`src/rtl/fifo_uart_tx.sv`:
```
// Drains a byte FIFO and serialises each word as a UART frame: start bit, W data bits LSB first, STOP_BITS stop bits.
// tx falls two edges after IDLE sees enable & ~fifo_empty; at most one pop per frame and none while the frame is on the line.
module fifo_uart_tx #(
   parameter int W            = 8,
   parameter int CLKS_PER_BIT = 434,
   parameter int STOP_BITS    = 1
) (
   input  logic         clk,
   input  logic         rst_n,
   input  logic         enable,
   input  logic         fifo_empty,
   input  logic [W-1:0] fifo_data,
   output logic         fifo_re,
   output logic         tx,
   output logic         busy,
   output logic         frame_done
);
   localparam int CW = (CLKS_PER_BIT > 1) ? $clog2(CLKS_PER_BIT) : 1;
   localparam int BW = $clog2(W) + 1;
   localparam logic [CW-1:0] BAUD_LAST = CW'(CLKS_PER_BIT - 1);
   localparam logic [CW-1:0] BAUD_PRE  = CW'(CLKS_PER_BIT - 2);
   localparam logic [BW-1:0] BIT_LAST  = BW'(W - 1);
   localparam logic [BW-1:0] STOP_LAST = BW'(STOP_BITS - 1);

   typedef enum logic [2:0] {IDLE, FETCH, LOAD, START, DATA, STOP} state_t;

   state_t        state;
   logic [CW-1:0] baud_cnt;
   logic [BW-1:0] bit_cnt;
   logic [W-1:0]  shift_reg;
   logic          baud_end;

   assign baud_end = (baud_cnt == BAUD_LAST);

   always_ff @(posedge clk or negedge rst_n) begin
      if (!rst_n) begin
         state      <= IDLE;
         baud_cnt   <= '0;
         bit_cnt    <= '0;
         shift_reg  <= '0;
         fifo_re    <= 1'b0;
         tx         <= 1'b1;
         busy       <= 1'b0;
         frame_done <= 1'b0;
      end else begin
         fifo_re    <= 1'b0;
         frame_done <= 1'b0;
         case (state)
            IDLE: begin
               tx       <= 1'b1;
               busy     <= 1'b0;
               baud_cnt <= '0;
               bit_cnt  <= '0;
               if (enable && !fifo_empty) begin
                  state   <= FETCH;
                  fifo_re <= 1'b1;
                  busy    <= 1'b1;
               end
            end
            FETCH: state <= LOAD;
            // The FIFO popped at the edge ending FETCH, so fifo_data is valid now.
            LOAD: begin
               shift_reg <= fifo_data;
               tx        <= 1'b0;
               state     <= START;
            end
            START: begin
               if (baud_end) begin
                  baud_cnt <= '0;
                  bit_cnt  <= '0;
                  tx       <= shift_reg[0];
                  state    <= DATA;
               end else begin
                  baud_cnt <= baud_cnt + CW'(1);
               end
            end
            DATA: begin
               if (baud_end) begin
                  baud_cnt <= '0;
                  if (bit_cnt == BIT_LAST) begin
                     bit_cnt <= '0;
                     tx      <= 1'b1;
                     state   <= STOP;
                  end else begin
                     shift_reg <= shift_reg >> 1;
                     tx        <= shift_reg[1];
                     bit_cnt   <= bit_cnt + BW'(1);
                  end
               end else begin
                  baud_cnt <= baud_cnt + CW'(1);
               end
            end
            STOP: begin
               // Registered pulse: raise it one cycle early so it covers the final stop cycle.
               if (bit_cnt == STOP_LAST && baud_cnt == BAUD_PRE)
                  frame_done <= 1'b1;
               if (baud_end) begin
                  baud_cnt <= '0;
                  if (bit_cnt == STOP_LAST) begin
                     bit_cnt <= '0;
                     busy    <= 1'b0;
                     state   <= IDLE;
                  end else begin
                     bit_cnt <= bit_cnt + BW'(1);
                  end
               end else begin
                  baud_cnt <= baud_cnt + CW'(1);
               end
            end
            default: begin
               state    <= IDLE;
               tx       <= 1'b1;
               busy     <= 1'b0;
               baud_cnt <= '0;
               bit_cnt  <= '0;
            end
         endcase
      end
   end
endmodule

```
`config.mk`:
```
export PLATFORM = sky130hd
export DESIGN_NAME = fifo_uart_tx
export DESIGN_NICKNAME = d
export VERILOG_FILES = /design/src/rtl/fifo_uart_tx.sv
export SDC_FILE = /design/constraint.sdc
export NUM_CORES = 1
export LEC_CHECK = 0
export CAP_MARGIN = 40
export CORE_ASPECT_RATIO = 2
export CORE_MARGIN = 4
export CORE_UTILIZATION = 48
export DETAILED_ROUTE_END_ITERATION = 10
export GPL_ROUTABILITY_DRIVEN = 0
export PLACE_DENSITY_LB_ADDON = 0.1
export SLEW_MARGIN = 10
export SYNTH_ARGS = -nofsm -noshare
export SYNTH_HDL_FRONTEND = slang
export SYNTH_SLANG_ARGS = --single-unit
```
`constraint.sdc`:
```
create_clock -name clk -period 1.5 [get_ports clk]
set_input_delay 0.15 -clock clk [delete_from_list [all_inputs] [get_ports clk]]
set_output_delay 0.15 -clock clk [all_outputs]
set_load 0.03 [all_outputs]
```
==> run metrics <==
Final Hold Viols=0; number of global-route vias before repair=1655; htree depth=1; height of the die=91.6 um; Slew headroom=71.5%; wl on met1=about 1600 um; Synth Register Bits=28; Antenna diodes=0; Crit-path slowest cell=dfrtp_1; share of cells above drive strength 1=42.9%; First-pass DRT Iterations=4; FFs w/ async S/R, synth=100%; design area=2420 um2; Slew Viols, Final=0; Post-synth EDFFs=0; CTS tree=built; R2R Path Start=baud_cnt[3]; cts bufs inserted=3; max reg flops=9; peak supply drop=0.743 mV; reg-to-reg endpoint=shift_reg[6]; Synth area leader=dfrtp_1; Synth Instances=156; clk_lat worst skew=0.28 ns; clock tree buffer depth=2; Sink Count=28; failing checks=negative setup slack; DPL Wire Length=3290 um; cell area after synthesis=1680 um2; critical path's top delay family=simple AND/OR/NAND/NOR gates; Clock Root Buffer=clkbuf_8; Yosys top cell area share=40.3%; DR WL/cell=17.7 um; drt initial violations=23; worst setup margin=-0.181 ns; Total Wirelength=4520 um; number of vias per cell=6.05; # DRC=0; critical path class=reg -> reg; Yosys cell types=46; Register Area=703 um2; IO Count=16; Synth Flop Type=dfrtp_1; CTS clk-pin slew, worst paths=about 0.11 ns; via count=~1500; Worst Path Required=about 1.7 ns; DR WL met2=2570 um; number of I/O port buffers=15; Placed Area=2170 um2; syn nets=173; GR Overflow Total=0; final hold slack=0.242 ns; starting density of the core=49.6%; R2R depth=5; Post-Place Setup Slack=-0.188 ns; critical path fanouts, max=8; power density over the cells=996 nW/um2; Buffers & Inverters on Critical Path=1; GRT Total Usage=a little over a fifth; status=finished with violations; sequential cell area fraction in the yosys report=41.9%; fillers=265; # rows=30; top cells by area, synth=dfrtp_1, mux2_4, mux2_2; max cap viols=0; Detail Route met3 WL=152 um; Worst setup EP type=register; Final #Nets=242; Crit path largest cell delay=0.40 ns; die width=around 50 um; P&R area growth vs syn=44.3%; core area=3380 um2; pin count of the biggest net entering global routing=29; leakage=1.12 nW; YS warnings=0; CP Cell Sequence=nor4bb_1, buf_4, and3_4, a31oi_4, mux2_4; Avg Inst Size Synth=10.7 um2; initial antenna violation count=0; HP Class=in -> async; final setup fails=25; max layer used=met4; final period utilization=112%; total chip power=0.00241 W; min Tclk post-route=around 1.7 ns; Worst setup SP type=register; critical path arrival=1.85 ns; Max Clock Skew=0.0111 ns; reg2reg setup slack=-0.18 ns; Routed Antenna Nets=0; area of the multi-input gates=about 1000 um2; worst-margin pin slew=0.425 ns; fmax=around 600 MHz; die area=4560 um2; unrepaired setup endpoints after global routing=yes; first-pass GRT wire length=roughly 7500 um
[placed cells by master (no fill, tap or decap), types with 3 or more instances in the layout]
| cell | n |
|---|---|
| buf_4 | 52 |
| dfrtp_1 | 26 |
| clkdlybuf4s50_1 | 13 |
| nor2_1 | 8 |
| mux2_4 | 8 |
| inv_1 | 7 |
| nand2_1 | 7 |
| mux2_2 | 7 |
| nand3_1 | 6 |
| nand3b_1 | 5 |
| o2111ai_1 | 5 |
| mux2i_1 | 4 |
| o21ai_0 | 4 |
| buf_6 | 4 |
| and3b_1 | 3 |
| a21oi_2 | 3 |
| o211ai_1 | 3 |
| and3_1 | 3 |
| xor2_1 | 3 |
| ha_2 | 3 |
| clkbuf_8 | 3 |
[worst max path at each step]
stage	from	to	slack, ns	cells after the start
floorplan	baud_cnt[2]	shift_reg[0]	-0.13	5
global placement	baud_cnt[2]	shift_reg[4]	-0.18	5
detailed placement	baud_cnt[2]	shift_reg[2]	-0.19	5
CTS	baud_cnt[3]	shift_reg[2]	-0.17	5
global route	bit_cnt[1]	shift_reg[2]	-0.23	4
finish	baud_cnt[3]	shift_reg[6]	-0.18	5
[timing repair]
item / CTS / global route
setup endpoints to repair: 28 / 28
hold endpoints to repair: 0 / 0
pin swaps: 6 / 8
buffers inserted: 9 / 2
cloned: 0 / 0
hold buffers: 0 / 0
gates resized for setup: 19 / 7
[where the power goes]
group	internal [W]	leakage (nW)	switching [W]	total [W]
logic	0.000439	0.746	0.000350	0.000788
registers	0.000916	0.340	0.0000900	0.00101
clock network	0.000358	0.0357	0.000256	0.000614
[area by class of cell]
cell class	instances	share of cell area [%]
Clock inverter	1	1.24
Inverter	8	1.24
Tap cell	32	1.66
Sequential cell	28	29.1
Timing Repair Buffer	71	24.1
Multi-Input combinational cell	113	41.0
Clock buffer	3	1.71
[metrics by stage]
stage | cells | utilization (%) | setup TNS (ns)
floorplan | 156 | - | -1.08
global placement | 241 | 64.3 | -1.97
detailed placement | 241 | 64.3 | -2.49
CTS | 254 | 70.3 | -2.12
global route | 256 | 71.6 | -4.22
finish | 256 | 71.6 | -2.87
[cell families after synthesis]
kind of cell	share of synthesized area, %
AO/OA/AOI/OAI	16.1
XOR/XNOR	2.61
adder cells (fa/ha/maj)	3.73
buffers and inverters	3.96
flip-flops	41.9
multiplexers	14.0
AND/OR/NAND/NOR	17.7
[synthesized netlist by cell type (all sizes together), types with 2 or more instances]
master   number
nand4         2
and3          4
a41oi         2
o211ai        4
and2          2
o211a         2
o31a          2
nor2         10
nor4bb        2
nand4b        2
nor3          2
xnor2         2
nand2b        2
nand3         6
buf           6
ha            5
o21ai         6
nor3b         2
dfrtp        27
xor2          3
mux2i         4
inv           7
mux2         15
a31oi         2
and3b         3
a21oi         4
o2111ai       5
nand2         7
nand3b        5
[layer usage]
| metal | track usage, % | vias to the layer above |
|---|---|---|
| met4 | 9.93 | 0 |
| met1 | 21.1 | 769 |
| met3 | 2.96 | 19 |
| met2 | 39.7 | 47 |
| met5 | 0 | - |
| li1 | - | 714 |
(Power assumes the default switching activity.)
